File: src/rtl/router_input_fifo_if.sv
// Handshake bundle between a router input port buffer and its neighbours:
// upstream write/credit side plus the head-flit view used by LBDR and the crossbar.
interface router_input_fifo_if #(
   parameter int DATA_WIDTH = 32,
   parameter int DEPTH      = 4,
   parameter int AXIS       = 2,
   parameter int PTR_W      = $clog2(DEPTH)
);
   logic                  valid_in;
   logic [DATA_WIDTH-1:0] flit_in;
   logic                  credit_out;
   logic                  read_en;
   logic                  empty;
   logic                  full;
   logic [PTR_W:0]        count;
   logic [DATA_WIDTH-1:0] flit_out;
   logic [2:0]            flit_type;
   logic [AXIS-1:0]       dst_addr;
   logic                  overflow_err;
   logic                  framing_err;

   modport master (
      output valid_in, flit_in, read_en,
      input  credit_out, empty, full, count, flit_out, flit_type, dst_addr,
             overflow_err, framing_err
   );

   modport slave (
      input  valid_in, flit_in, read_en,
      output credit_out, empty, full, count, flit_out, flit_type, dst_addr,
             overflow_err, framing_err
   );
endinterface

File: src/rtl/router_input_fifo.sv
// Per-port first-word-fall-through flit buffer with credit return and
// sticky overflow / packet-framing error flags.
//
// state | meaning
// IDLE  | between packets, next accepted flit must be a HEADER
// PKT   | inside a packet, expecting BODY or TAIL
module router_input_fifo #(
   parameter int DATA_WIDTH = 32,
   parameter int DEPTH      = 4,
   parameter int AXIS       = 2,
   parameter int PTR_W      = $clog2(DEPTH)
) (
   input logic                clk,
   input logic                rst,
   router_input_fifo_if.slave fifo
);
   localparam logic [2:0] HEADER = 3'b001;
   localparam logic [2:0] BODY   = 3'b010;
   localparam logic [2:0] TAIL   = 3'b100;

   typedef enum logic {IDLE = 1'b0, PKT = 1'b1} state_t;

   logic [DATA_WIDTH-1:0] mem [DEPTH];
   logic [PTR_W-1:0]      wr_ptr;
   logic [PTR_W-1:0]      rd_ptr;
   logic [PTR_W:0]        count_q;
   logic                  credit_q;
   logic                  overflow_q;
   logic                  framing_q;
   logic                  empty_w;
   logic                  full_w;
   logic                  wr;
   logic                  rd;
   logic [2:0]            type_in;
   logic                  frame_bad;
   state_t                state;
   state_t                state_nxt;

   // Flags come from the registered count, so full is always the pre-edge view.
   assign empty_w = (count_q == '0);
   assign full_w  = (count_q == (PTR_W+1)'(DEPTH));
   assign wr      = fifo.valid_in & ~full_w;
   assign rd      = fifo.read_en & ~empty_w;
   assign type_in = fifo.flit_in[DATA_WIDTH-1 -: 3];

   always_ff @(posedge clk) begin
      if (wr) mem[wr_ptr] <= fifo.flit_in;
   end

   always_ff @(posedge clk) begin
      if (rst) begin
         wr_ptr     <= '0;
         rd_ptr     <= '0;
         count_q    <= '0;
         credit_q   <= 1'b0;
         overflow_q <= 1'b0;
         framing_q  <= 1'b0;
      end else begin
         if (wr) wr_ptr <= wr_ptr + PTR_W'(1);
         if (rd) rd_ptr <= rd_ptr + PTR_W'(1);
         case ({wr, rd})
            2'b10:   count_q <= count_q + (PTR_W+1)'(1);
            2'b01:   count_q <= count_q - (PTR_W+1)'(1);
            default: count_q <= count_q;
         endcase
         credit_q   <= rd;
         overflow_q <= overflow_q | (fifo.valid_in & full_w);
         framing_q  <= framing_q | frame_bad;
      end
   end

   always_ff @(posedge clk) begin
      if (rst) state <= IDLE;
      else     state <= state_nxt;
   end

   // A HEADER inside a packet is taken as a fresh packet start, so PKT holds.
   always_comb begin
      state_nxt = state;
      if (wr) begin
         case (type_in)
            HEADER:  state_nxt = PKT;
            TAIL:    state_nxt = IDLE;
            default: state_nxt = state;
         endcase
      end
   end

   always_comb begin
      frame_bad = 1'b0;
      if (wr) begin
         case (type_in)
            HEADER:     frame_bad = (state == PKT);
            BODY, TAIL: frame_bad = (state == IDLE);
            default:    frame_bad = 1'b1;
         endcase
      end
   end

   assign fifo.empty        = empty_w;
   assign fifo.full         = full_w;
   assign fifo.count        = count_q;
   assign fifo.credit_out   = credit_q;
   assign fifo.overflow_err = overflow_q;
   assign fifo.framing_err  = framing_q;
   assign fifo.flit_out     = mem[rd_ptr];
   assign fifo.flit_type    = fifo.flit_out[DATA_WIDTH-1 -: 3];
   assign fifo.dst_addr     = fifo.flit_out[AXIS-1:0];
endmodule

File: src/flat_wrapper.sv
// flat-port wrapper written by rule: the top's interface ports become plain ports
module router_input_fifo_flat 
#(
   parameter int DATA_WIDTH = 32,
   parameter int DEPTH      = 4,
   parameter int AXIS       = 2,
   parameter int PTR_W      = $clog2(DEPTH)
)
  (clk, rst, fifo_valid_in, fifo_flit_in, fifo_read_en, fifo_credit_out, fifo_empty, fifo_full, fifo_count, fifo_flit_out, fifo_flit_type, fifo_dst_addr, fifo_overflow_err, fifo_framing_err);
  router_input_fifo_if #(.DATA_WIDTH(DATA_WIDTH), .DEPTH(DEPTH), .AXIS(AXIS), .PTR_W(PTR_W)) fifo_i ();
  input logic clk;
  input logic rst;
  input wire logic [$bits(fifo_i.valid_in)-1:0] fifo_valid_in;
  input wire logic [$bits(fifo_i.flit_in)-1:0] fifo_flit_in;
  input wire logic [$bits(fifo_i.read_en)-1:0] fifo_read_en;
  output wire logic [$bits(fifo_i.credit_out)-1:0] fifo_credit_out;
  output wire logic [$bits(fifo_i.empty)-1:0] fifo_empty;
  output wire logic [$bits(fifo_i.full)-1:0] fifo_full;
  output wire logic [$bits(fifo_i.count)-1:0] fifo_count;
  output wire logic [$bits(fifo_i.flit_out)-1:0] fifo_flit_out;
  output wire logic [$bits(fifo_i.flit_type)-1:0] fifo_flit_type;
  output wire logic [$bits(fifo_i.dst_addr)-1:0] fifo_dst_addr;
  output wire logic [$bits(fifo_i.overflow_err)-1:0] fifo_overflow_err;
  output wire logic [$bits(fifo_i.framing_err)-1:0] fifo_framing_err;
  assign fifo_i.valid_in = fifo_valid_in;
  assign fifo_i.flit_in = fifo_flit_in;
  assign fifo_i.read_en = fifo_read_en;
  assign fifo_credit_out = fifo_i.credit_out;
  assign fifo_empty = fifo_i.empty;
  assign fifo_full = fifo_i.full;
  assign fifo_count = fifo_i.count;
  assign fifo_flit_out = fifo_i.flit_out;
  assign fifo_flit_type = fifo_i.flit_type;
  assign fifo_dst_addr = fifo_i.dst_addr;
  assign fifo_overflow_err = fifo_i.overflow_err;
  assign fifo_framing_err = fifo_i.framing_err;
  router_input_fifo #(.DATA_WIDTH(DATA_WIDTH), .DEPTH(DEPTH), .AXIS(AXIS), .PTR_W(PTR_W)) u_core (.clk(clk), .rst(rst), .fifo(fifo_i));
endmodule
File: config.mk
export PLATFORM = sky130hd
export DESIGN_NAME = router_input_fifo_flat
export DESIGN_NICKNAME = d
export VERILOG_FILES = /design/src/rtl/router_input_fifo_if.sv /design/src/rtl/router_input_fifo.sv /design/src/flat_wrapper.sv
export SDC_FILE = /design/constraint.sdc
export NUM_CORES = 1
export LEC_CHECK = 0
export CORE_MARGIN = 5
export CORE_UTILIZATION = 53
export CTS_CLUSTER_SIZE = 24
export DETAILED_ROUTE_END_ITERATION = 10
export PLACE_DENSITY = 0.85
export SYNTH_ARGS = -nofsm -noshare
export SYNTH_HDL_FRONTEND = slang
export SYNTH_SLANG_ARGS = --single-unit
File: constraint.sdc
create_clock -name clk -period 2.5 [get_ports clk]
set_input_delay 0.75 -clock clk [delete_from_list [all_inputs] [get_ports clk]]
set_output_delay 0.75 -clock clk [all_outputs]
set_load 0.005 [all_outputs]
==> results of run 1 <==
[critical path, cell delays in order, from the launching register on]
cell and delay [ns]:
sky130_fd_sc_hd__dfxtp_4 0.39, sky130_fd_sc_hd__buf_12 0.14, sky130_fd_sc_hd__buf_6 0.10, sky130_fd_sc_hd__mux4_2 0.50, sky130_fd_sc_hd__buf_2 0.15
[cells in the final DEF (no fill, tap or decap), types with 2 or more instances in the layout]
master and instances:
sky130_fd_sc_hd__buf_12 9, sky130_fd_sc_hd__dfxtp_4 2, sky130_fd_sc_hd__dfxtp_2 3, sky130_fd_sc_hd__clkdlybuf4s50_1 42
sky130_fd_sc_hd__clkinv_4 2, sky130_fd_sc_hd__o21ai_1 2, sky130_fd_sc_hd__nand2_1 2, sky130_fd_sc_hd__buf_6 7
sky130_fd_sc_hd__edfxtp_1 128, sky130_fd_sc_hd__buf_2 35, sky130_fd_sc_hd__clkbuf_16 16, sky130_fd_sc_hd__a21oi_1 5
sky130_fd_sc_hd__nor2_1 9, sky130_fd_sc_hd__nand3_1 2, sky130_fd_sc_hd__buf_4 10, sky130_fd_sc_hd__dfxtp_1 8
sky130_fd_sc_hd__bufinv_16 3, sky130_fd_sc_hd__ha_1 5, sky130_fd_sc_hd__mux4_2 32, sky130_fd_sc_hd__xor2_1 4
sky130_fd_sc_hd__inv_1 7, sky130_fd_sc_hd__inv_6 3, sky130_fd_sc_hd__clkinvlp_4 3, sky130_fd_sc_hd__and3_2 4
[what timing repair did]
action	in CTS	in global routing
cloned	2	0
pin swaps	1	0
setup buffers	9	0
setup endpoints to repair	38	35
resized for setup	162	1
[state kept, by name, summed over array words and instances (netlist names), named ones only]
register,cells
u_core.fifo.overflow_err,1
u_core.fifo.credit_out,1
u_core.fifo.framing_err,1
u_core.mem,128
u_core.wr_ptr,2
u_core.fifo.count,3
u_core.rd_ptr,2
u_core.state,1
[where the power goes]
part,switching [mW],internal (mW),leakage [nW],total (mW)
Combinational,0.713,0.966,0.818,1.68
Sequential,0.107,2.82,1.28,2.93
Clock,0.930,1.52,0.276,2.45
Total,1.75,5.31,2.38,7.06
[cells by family (layout without fill, tap and decap cells)]
family                     Yosys count  in the layout  share of synthesized area (%)
DFF                                141            141                          77.41
muxes                               32             32                          13.59
and+or+nand+nor                     26             26                          2.667
buffers and inverters               23            144                          2.596
AOI/OAI and AO/OA                   13             13                          1.511
adders and majority gates            6              6                          1.558
xor gates and xnor gates             4              4                         0.6608
[layer usage]
metal  track usage [%]  wire, µm
met2             29.55      5271
met4             6.411        81
met5                 0         0
met1             21.88      3954
met3             4.834       487
[area by class of cell]
type	instances	area (µm²)	share of cell area, %
clock inverters	13	165.2	2.387
clock buffers	18	417.9	6.041
repair buffers	105	943.4	13.64
multi-input cells	81	1067	15.43
inverters	8	42.54	0.6149
flip-flops and latches	141	4115	59.49
well taps	133	166.4	2.406
[stage by stage]
step | cell area, µm² | TNS, ns | setup slack [ns]
after floorplan | 5301 | 0 | 0.2460
after global placement | 6434 | -0.1003 | -0.1003
after detailed placement | 6434 | -0.1500 | -0.1500
after CTS | 6998 | -2.283 | -0.09455
after global routing | 6918 | -2.487 | -0.1136
final | 6918 | -0.2428 | -0.02502
[worst min-delay path by stage]
stage / endpoint / slack [ns] / cells after the start
2_1_floorplan: u_core.fifo.framing_err$_SDFF_PP0_ / 0.45 / 2
5_1_grt: u_core.fifo.overflow_err$_SDFF_PP0_ / 0.51 / 2
4_1_cts: u_core.fifo.framing_err$_SDFF_PP0_ / 0.48 / 2
3_5_place_dp: u_core.fifo.framing_err$_SDFF_PP0_ / 0.46 / 2
6_report: u_core.fifo.framing_err$_SDFF_PP0_ / 0.48 / 2
3_3_place_gp: u_core.fifo.framing_err$_SDFF_PP0_ / 0.45 / 2
==> implementation parameters, run 1 <==
Parameter                              Value

Min path
  Min-Delay Path Class    flop to flop
  Worst hold path startpoint    u_core.fifo.framing_err$_SDFF_PP0_

Global route
  First-pass GRT wire length    15.20 mm
  Pin count of the biggest net entering global routing    22
  Initial antenna violation count    0
  Residual overflow from global routing    0
  Combined global-route utilization of all metal layers    17.54%
  Via count of the first global-routing pass    2866

Worst setup path
  Startpoint type of the worst setup path    flop
  Number of cells on the worst reg-to-reg path    9
  Setup slack of the worst register-to-register path    0.21 ns
  R2r endpoint    u_core.fifo.count[2]$_SDFFE_PP0P_
  Launch point of the worst reg-to-reg path    u_core.fifo.count[2]$_SDFFE_PP0P_
  Data arrival at the endpoint of the critical path    1.78 ns
  Kind of end point of the critical path    output pin
  Maximum fanout along the worst path    8
  Critical path data required time    1.75 ns
  Critical path class    flop to output pin
  Setup crit end    fifo_dst_addr[1]

Detailed routing
  Drt via density    5.317
  Routed length per placed instance    19.63 µm
  DRC violation count after routing    0
  Post-route ant nets    0
  Detailed-route wire length    9.794 mm
  Number of iterations in the first detailed-routing pass    5
  Initial drt markers    117
  Total number of vias    2653

Synthesis
  Post-synth cell types    34
  Register area share after synthesis    77.41%
  Mean instance size in the synthesized netlist    21.64 µm²
  Count of yosys warnings during synthesis    0
  Count of flip-flops with a built-in enable after synthesis    128
  Post-Synthesis Net Count    287
  Commonest cells in the synthesized netlist    sky130_fd_sc_hd__edfxtp_1 (128), sky130_fd_sc_hd__mux4_2 (32), sky130_fd_sc_hd__dfxtp_1 (13), sky130_fd_sc_hd__nor2_1 (9), sky130_fd_sc_hd__buf_4 (8)
  Mapped Cells    245
  Number of register bits inferred by synthesis    141
  Primary flip-flop cell chosen by synthesis mapping    sky130_fd_sc_hd__edfxtp_1
  Top-count cell post-synth    sky130_fd_sc_hd__edfxtp_1
  Post-synth design cell area    5301 µm²
  Area fraction of the dominant cell type after synthesis    72.50%
  Top cells by area, synth    sky130_fd_sc_hd__edfxtp_1 (73%), sky130_fd_sc_hd__mux4_2 (14%), sky130_fd_sc_hd__dfxtp_1 (4.9%), sky130_fd_sc_hd__ha_1 (1.2%), sky130_fd_sc_hd__buf_4 (1.1%)
  Top cell type by total area after synthesis    sky130_fd_sc_hd__edfxtp_1
  Share of flip-flops with an asynchronous set or reset    0%

Cells and area
  Final design utilization    70.78%
  Layout net count    396
  Layout cells sized above 1    37.16%
  Area grow syn2layout    30.49%
  Fillers    608
  Number of antenna repair diodes    0
  Filler-free cell count of the finished design    499

Clock tree
  Clk buf depth    2
  Clock-pin transition on the worst setup and hold timing paths    0.06 ns
  TritonCTS clock tree    yes
  Latest clock arrival within the worst-skew pair    0.51 ns
  Total of hold buffers inserted after clock tree synthesis    0
  Master cell of the clock root buffer    sky130_fd_sc_hd__clkbuf_8
  Number of CTS-inserted buffers    17
  Sink Count    141
  H-tree level count    4

STA
  Worst Clk Skew    0.008313 ns
  Slew at the pin closest to its max-slew limit    0.4653 ns
  Max transition margin    68.59%
  Portion of the clock cycle consumed by the worst path in the final layout    101.0%
  Final setup violation count    16
  Least setup slack across all paths after layout    -0.02502 ns
  Minimum clock period after layout    2.525 ns
  Worst hold margin    0.4750 ns
  Setup repair after global routing missed its margin    yes
  Highest Clock Rate    396.0 MHz
  Max-slew violation total from the final report    0
  Final Hold Fails    0

Floorplanning
  Standard-cell rows    36
  Die outline area    12100 µm²
  Initial Util    54.24%
  Number of I/O pins    81
  Floorplan die width    110.0 µm
  Placeable core region    9774 µm²
  Die Y-Extent    110.0 µm

Placement
  HPWL after detailed placement    6.062 mm
  Number of buffers added on ports    80
  Post-Place Cells    460
  Placer Congestion    0.7248

Pwr
  Worst IR Drop VDD    621.1 µV
  Leakage power    2.377 nW
  Post-layout total power    7.059 mW
  Ratio of total power to cell area    1020 nW/µm²

Outcome
  Violations in the final reports    setup timing
  Result of the run    finished with violations

Run
  Total of max-cap violations    0
(Power assumes the default switching activity.)
==> inputs of run 2 (changes only) <==
CORE_UTILIZATION = 48   (was 53)
GPL_TIMING_DRIVEN = 0   (was not set)
PLACE_DENSITY = 0.81   (was 0.85)
clock period = 2.2 ns   (was 2.5 ns; I/O delays follow)
==> implementation parameters, run 2 (same netlist as run 1, synthesis figures left out) <==
Parameter                              Value

Worst setup path
  Cell Chain, Critical Path    buf_8 > buf_12 > mux4_2 > buf_6 > buf_6
  Critical path data required time    1.54 ns (-0.21 ns)
  Kind of end point of the critical path    output pin
  WP depth    5 (+1)
  Most repeated library cell on the critical path    sky130_fd_sc_hd__buf_6
  Maximum fanout along the worst path    5 (-3)
  Critical path class    flop to output pin
  Startpoint type of the worst setup path    flop
  Setup slack of the worst register-to-register path    -0.06 ns (-0.27 ns)
  Number of buffers and inverters on the critical path    4 (+1)
  Number of cells on the worst reg-to-reg path    9 (unchanged)
  Launch point of the worst reg-to-reg path    u_core.fifo.count[0]$_SDFFE_PP0P_
  R2r endpoint    u_core.fifo.count[2]$_SDFFE_PP0P_
  Data arrival at the endpoint of the critical path    1.88 ns (+0.10 ns)
  Cell with the biggest individual delay on the critical path    sky130_fd_sc_hd__mux4_2
  Largest stage delay on the critical path    0.54 ns (+0.04 ns)
  Critical path's top delay family    multiplexers
  Setup crit end    fifo_flit_type[2]

Cells and area
  Commonest non-fill, non-tap cell in the layout    sky130_fd_sc_hd__edfxtp_1
  Largest register by flop count    u_core.mem
  Number of antenna repair diodes    0 (unchanged)
  Fillers    765 (+26%)
  Layout net count    403 (+1.8%)
  Filler-free cell count of the finished design    514 (+3.0%)
  Flip-flop count of the largest register, all copies and words added    128 (unchanged)
  Area grow syn2layout    31.96%
  Top library cells by usage in the layout, fill and taps aside    sky130_fd_sc_hd__edfxtp_1 (128), sky130_fd_sc_hd__clkdlybuf4s50_1 (39), sky130_fd_sc_hd__mux4_2 (32), sky130_fd_sc_hd__buf_2 (30)
  Layout cells sized above 1    39.30% (+2.1 points)

Detailed routing
  Highest metal layer used by the detailed router    met4
  Initial drt markers    123 (+5.1%)
  Routed length per placed instance    18.87 µm (-3.9%)
  Number of iterations in the first detailed-routing pass    5 (unchanged)
  Metal-1 WL    3.886 mm (-1.7%)
  Total length of routed met3 wires    594 µm (+22%)
  Total number of vias    2697 (+1.7%)
  Detailed-route wire length    9.699 mm (-0.97%)
  Drt via density    5.247 (-1.3%)
  Total met2 wirelength after detailed routing    5.140 mm (-2.5%)
  Post-route ant nets    0 (unchanged)
  DRC violation count after routing    0 (unchanged)

STA
  Setup repair after global routing missed its margin    yes
  Final setup violation count    38 (+22)
  Final-layout setup total negative slack    -9.781 ns (-9.538 ns)
  Highest Clock Rate    393.8 MHz
  Least setup slack across all paths after layout    -0.3394 ns (-0.3144 ns)
  Worst Clk Skew    0.009540 ns (+0.001227 ns)
  Slew at the pin closest to its max-slew limit    0.5327 ns (+0.06741 ns)
  Max transition margin    64.04% (-4.6 points)
  Final Hold Fails    0 (unchanged)
  Max-slew violation total from the final report    0 (unchanged)
  Portion of the clock cycle consumed by the worst path in the final layout    115.4%
  Minimum clock period after layout    2.539 ns

Global route
  Residual overflow from global routing    0 (unchanged)
  Initial antenna violation count    0 (unchanged)
  Via count of the first global-routing pass    2913 (+1.6%)
  Combined global-route utilization of all metal layers    15.98% (-1.6 points)
  Pin count of the biggest net entering global routing    33 (+50%)
  First-pass GRT wire length    15.26 mm (+0.41%)

Floorplanning
  Standard-cell rows    38 (+5.6%)
  Die Y-Extent    115.1 µm (+4.6%)
  Number of I/O pins    81 (unchanged)
  Initial Util    48.90% (-5.3 points)
  Floorplan die width    115.1 µm (+4.6%)
  Placeable core region    10840 µm² (+11%)
  Die outline area    13250 µm² (+9.4%)

Pwr
  Switching share of power    24.97% (+0.19 points)
  Ratio of total power to cell area    1160 nW/µm² (+14%)
  Worst IR Drop VDD    576.7 µV (-7.1%)
  Post-layout total power    8.113 mW (+15%)
  Clock share of power    31.0% (-3.7 points)
  Combinational cell fraction of total power    28.5% (+4.7 points)
  Internal power contribution    6.087 mW (+15%)
  Power spent charging and discharging nets    2.026 mW (+16%)
  Leakage power    2.443 nW (+2.8%)
  Sequential Power Share    40.6% (-0.9 points)

Clock tree
  Number of CTS-inserted buffers    17 (unchanged)
  TritonCTS clock tree    yes
  Latest clock arrival within the worst-skew pair    0.51 ns (about the same)
  Clk buf depth    2 (unchanged)
  Total of hold buffers inserted after clock tree synthesis    0 (unchanged)
  Sink Count    141 (unchanged)
  Clock-pin transition on the worst setup and hold timing paths    0.06 ns (about the same)
  H-tree level count    4 (unchanged)
  Master cell of the clock root buffer    sky130_fd_sc_hd__clkbuf_8

Placement
  Post-Place Cells    465 (+1.1%)
  Placer Congestion    0.7605 (+4.9%)
  Number of buffers added on ports    80 (unchanged)
  HPWL after detailed placement    5.650 mm (-6.8%)
  Pre-CTS setup slack    -0.6103 ns (-0.4603 ns)

Min path
  Min-Delay Path Class    flop to flop

Run
  Total of max-cap violations    0 (unchanged)

Outcome
  Result of the run    finished with violations
  Violations in the final reports    setup timing
-- run 2: changes by cell type in the layout (fill, tap and decap cells not counted), moves of 4 or more --
cell / change
sky130_fd_sc_hd__and3_4: +4
sky130_fd_sc_hd__inv_4: +4
sky130_fd_sc_hd__buf_6: +10
sky130_fd_sc_hd__and3_2: -4
sky130_fd_sc_hd__clkinv_2: +4
sky130_fd_sc_hd__buf_2: -5
sky130_fd_sc_hd__buf_4: +4
-- run 2: power by group through the flow --
stage / clock network (mW) / logic, mW / registers, mW
6_report: 2.51 / 2.31 / 3.29
5_1_grt: 2.70 / 2.50 / 3.31
4_1_cts: 2.57 / 2.33 / 3.29
3_5_place_dp: 0 / 2.04 / 3.35
3_3_place_gp: 0 / 2.02 / 3.35
2_1_floorplan: 0 / 1.06 / 3.33
-- run 2: worst min-delay path, cell delays in order, from the launching register on --
cell	delay (ns)
sky130_fd_sc_hd__dfxtp_1	0.33
sky130_fd_sc_hd__a21oi_1	0.04
sky130_fd_sc_hd__nor2_1	0.07
-- run 2: area by class of cell --
class | count | area (µm²) | share of cell area (%)
repair buffers | 98 | 852.1 | 12.18
clock inverters | 10 | 58.81 | 0.8406
multi-input cells | 81 | 1115 | 15.94
clock buffers | 22 | 474.2 | 6.779
inverters | 8 | 42.54 | 0.6081
plain buffers | 14 | 161.4 | 2.307
flip-flops and latches | 141 | 4116 | 58.84
well taps | 140 | 175.2 | 2.504
-- run 2: worst min-delay path by stage --
| stage | endpoint | cells past startpoint | startpoint | slack (ns) |
|---|---|---|---|---|
| after floorplan | u_core.fifo.framing_err$_SDFF_PP0_ | 2 | u_core.fifo.framing_err$_SDFF_PP0_ | 0.45 |
| after global placement | u_core.fifo.overflow_err$_SDFF_PP0_ | 2 | u_core.fifo.overflow_err$_SDFF_PP0_ | 0.46 |
| after detailed placement | u_core.fifo.framing_err$_SDFF_PP0_ | 2 | u_core.fifo.framing_err$_SDFF_PP0_ | 0.45 |
| after CTS | u_core.fifo.framing_err$_SDFF_PP0_ | 2 | u_core.fifo.framing_err$_SDFF_PP0_ | 0.48 |
| after global routing | u_core.fifo.framing_err$_SDFF_PP0_ | 2 | u_core.fifo.framing_err$_SDFF_PP0_ | 0.50 |
| final | u_core.fifo.overflow_err$_SDFF_PP0_ | 2 | u_core.fifo.overflow_err$_SDFF_PP0_ | 0.48 |
-- run 2: metrics by stage --
| stage | util (%) | cell area, µm² | hold WS, ns |
|---|---|---|---|
| after CTS | 64.30 | 6970 | 0.4773 |
| final | 64.53 | 6995 | 0.4787 |
| after floorplan | - | 5301 | 0.4506 |
| after detailed placement | 57.95 | 6282 | 0.4534 |
| after global placement | 57.91 | 6277 | 0.4565 |
| after global routing | 64.53 | 6995 | 0.5011 |
-- run 2: timing repair --
action / in CTS / in global routing
resized for setup: 202 / 8
pin swaps: 3 / 5
endpoints found under the setup margin: 166 / 42
buffers inserted: 15 / 4
cloned: 1 / 0
-- run 2: metal layers --
layer | global-route usage [%] | up-vias
li1 | - | 1227
met5 | 0 | -
met2 | 27.24 | 83
met3 | 6.632 | 7
met4 | 5.086 | 0
met1 | 18.44 | 1380
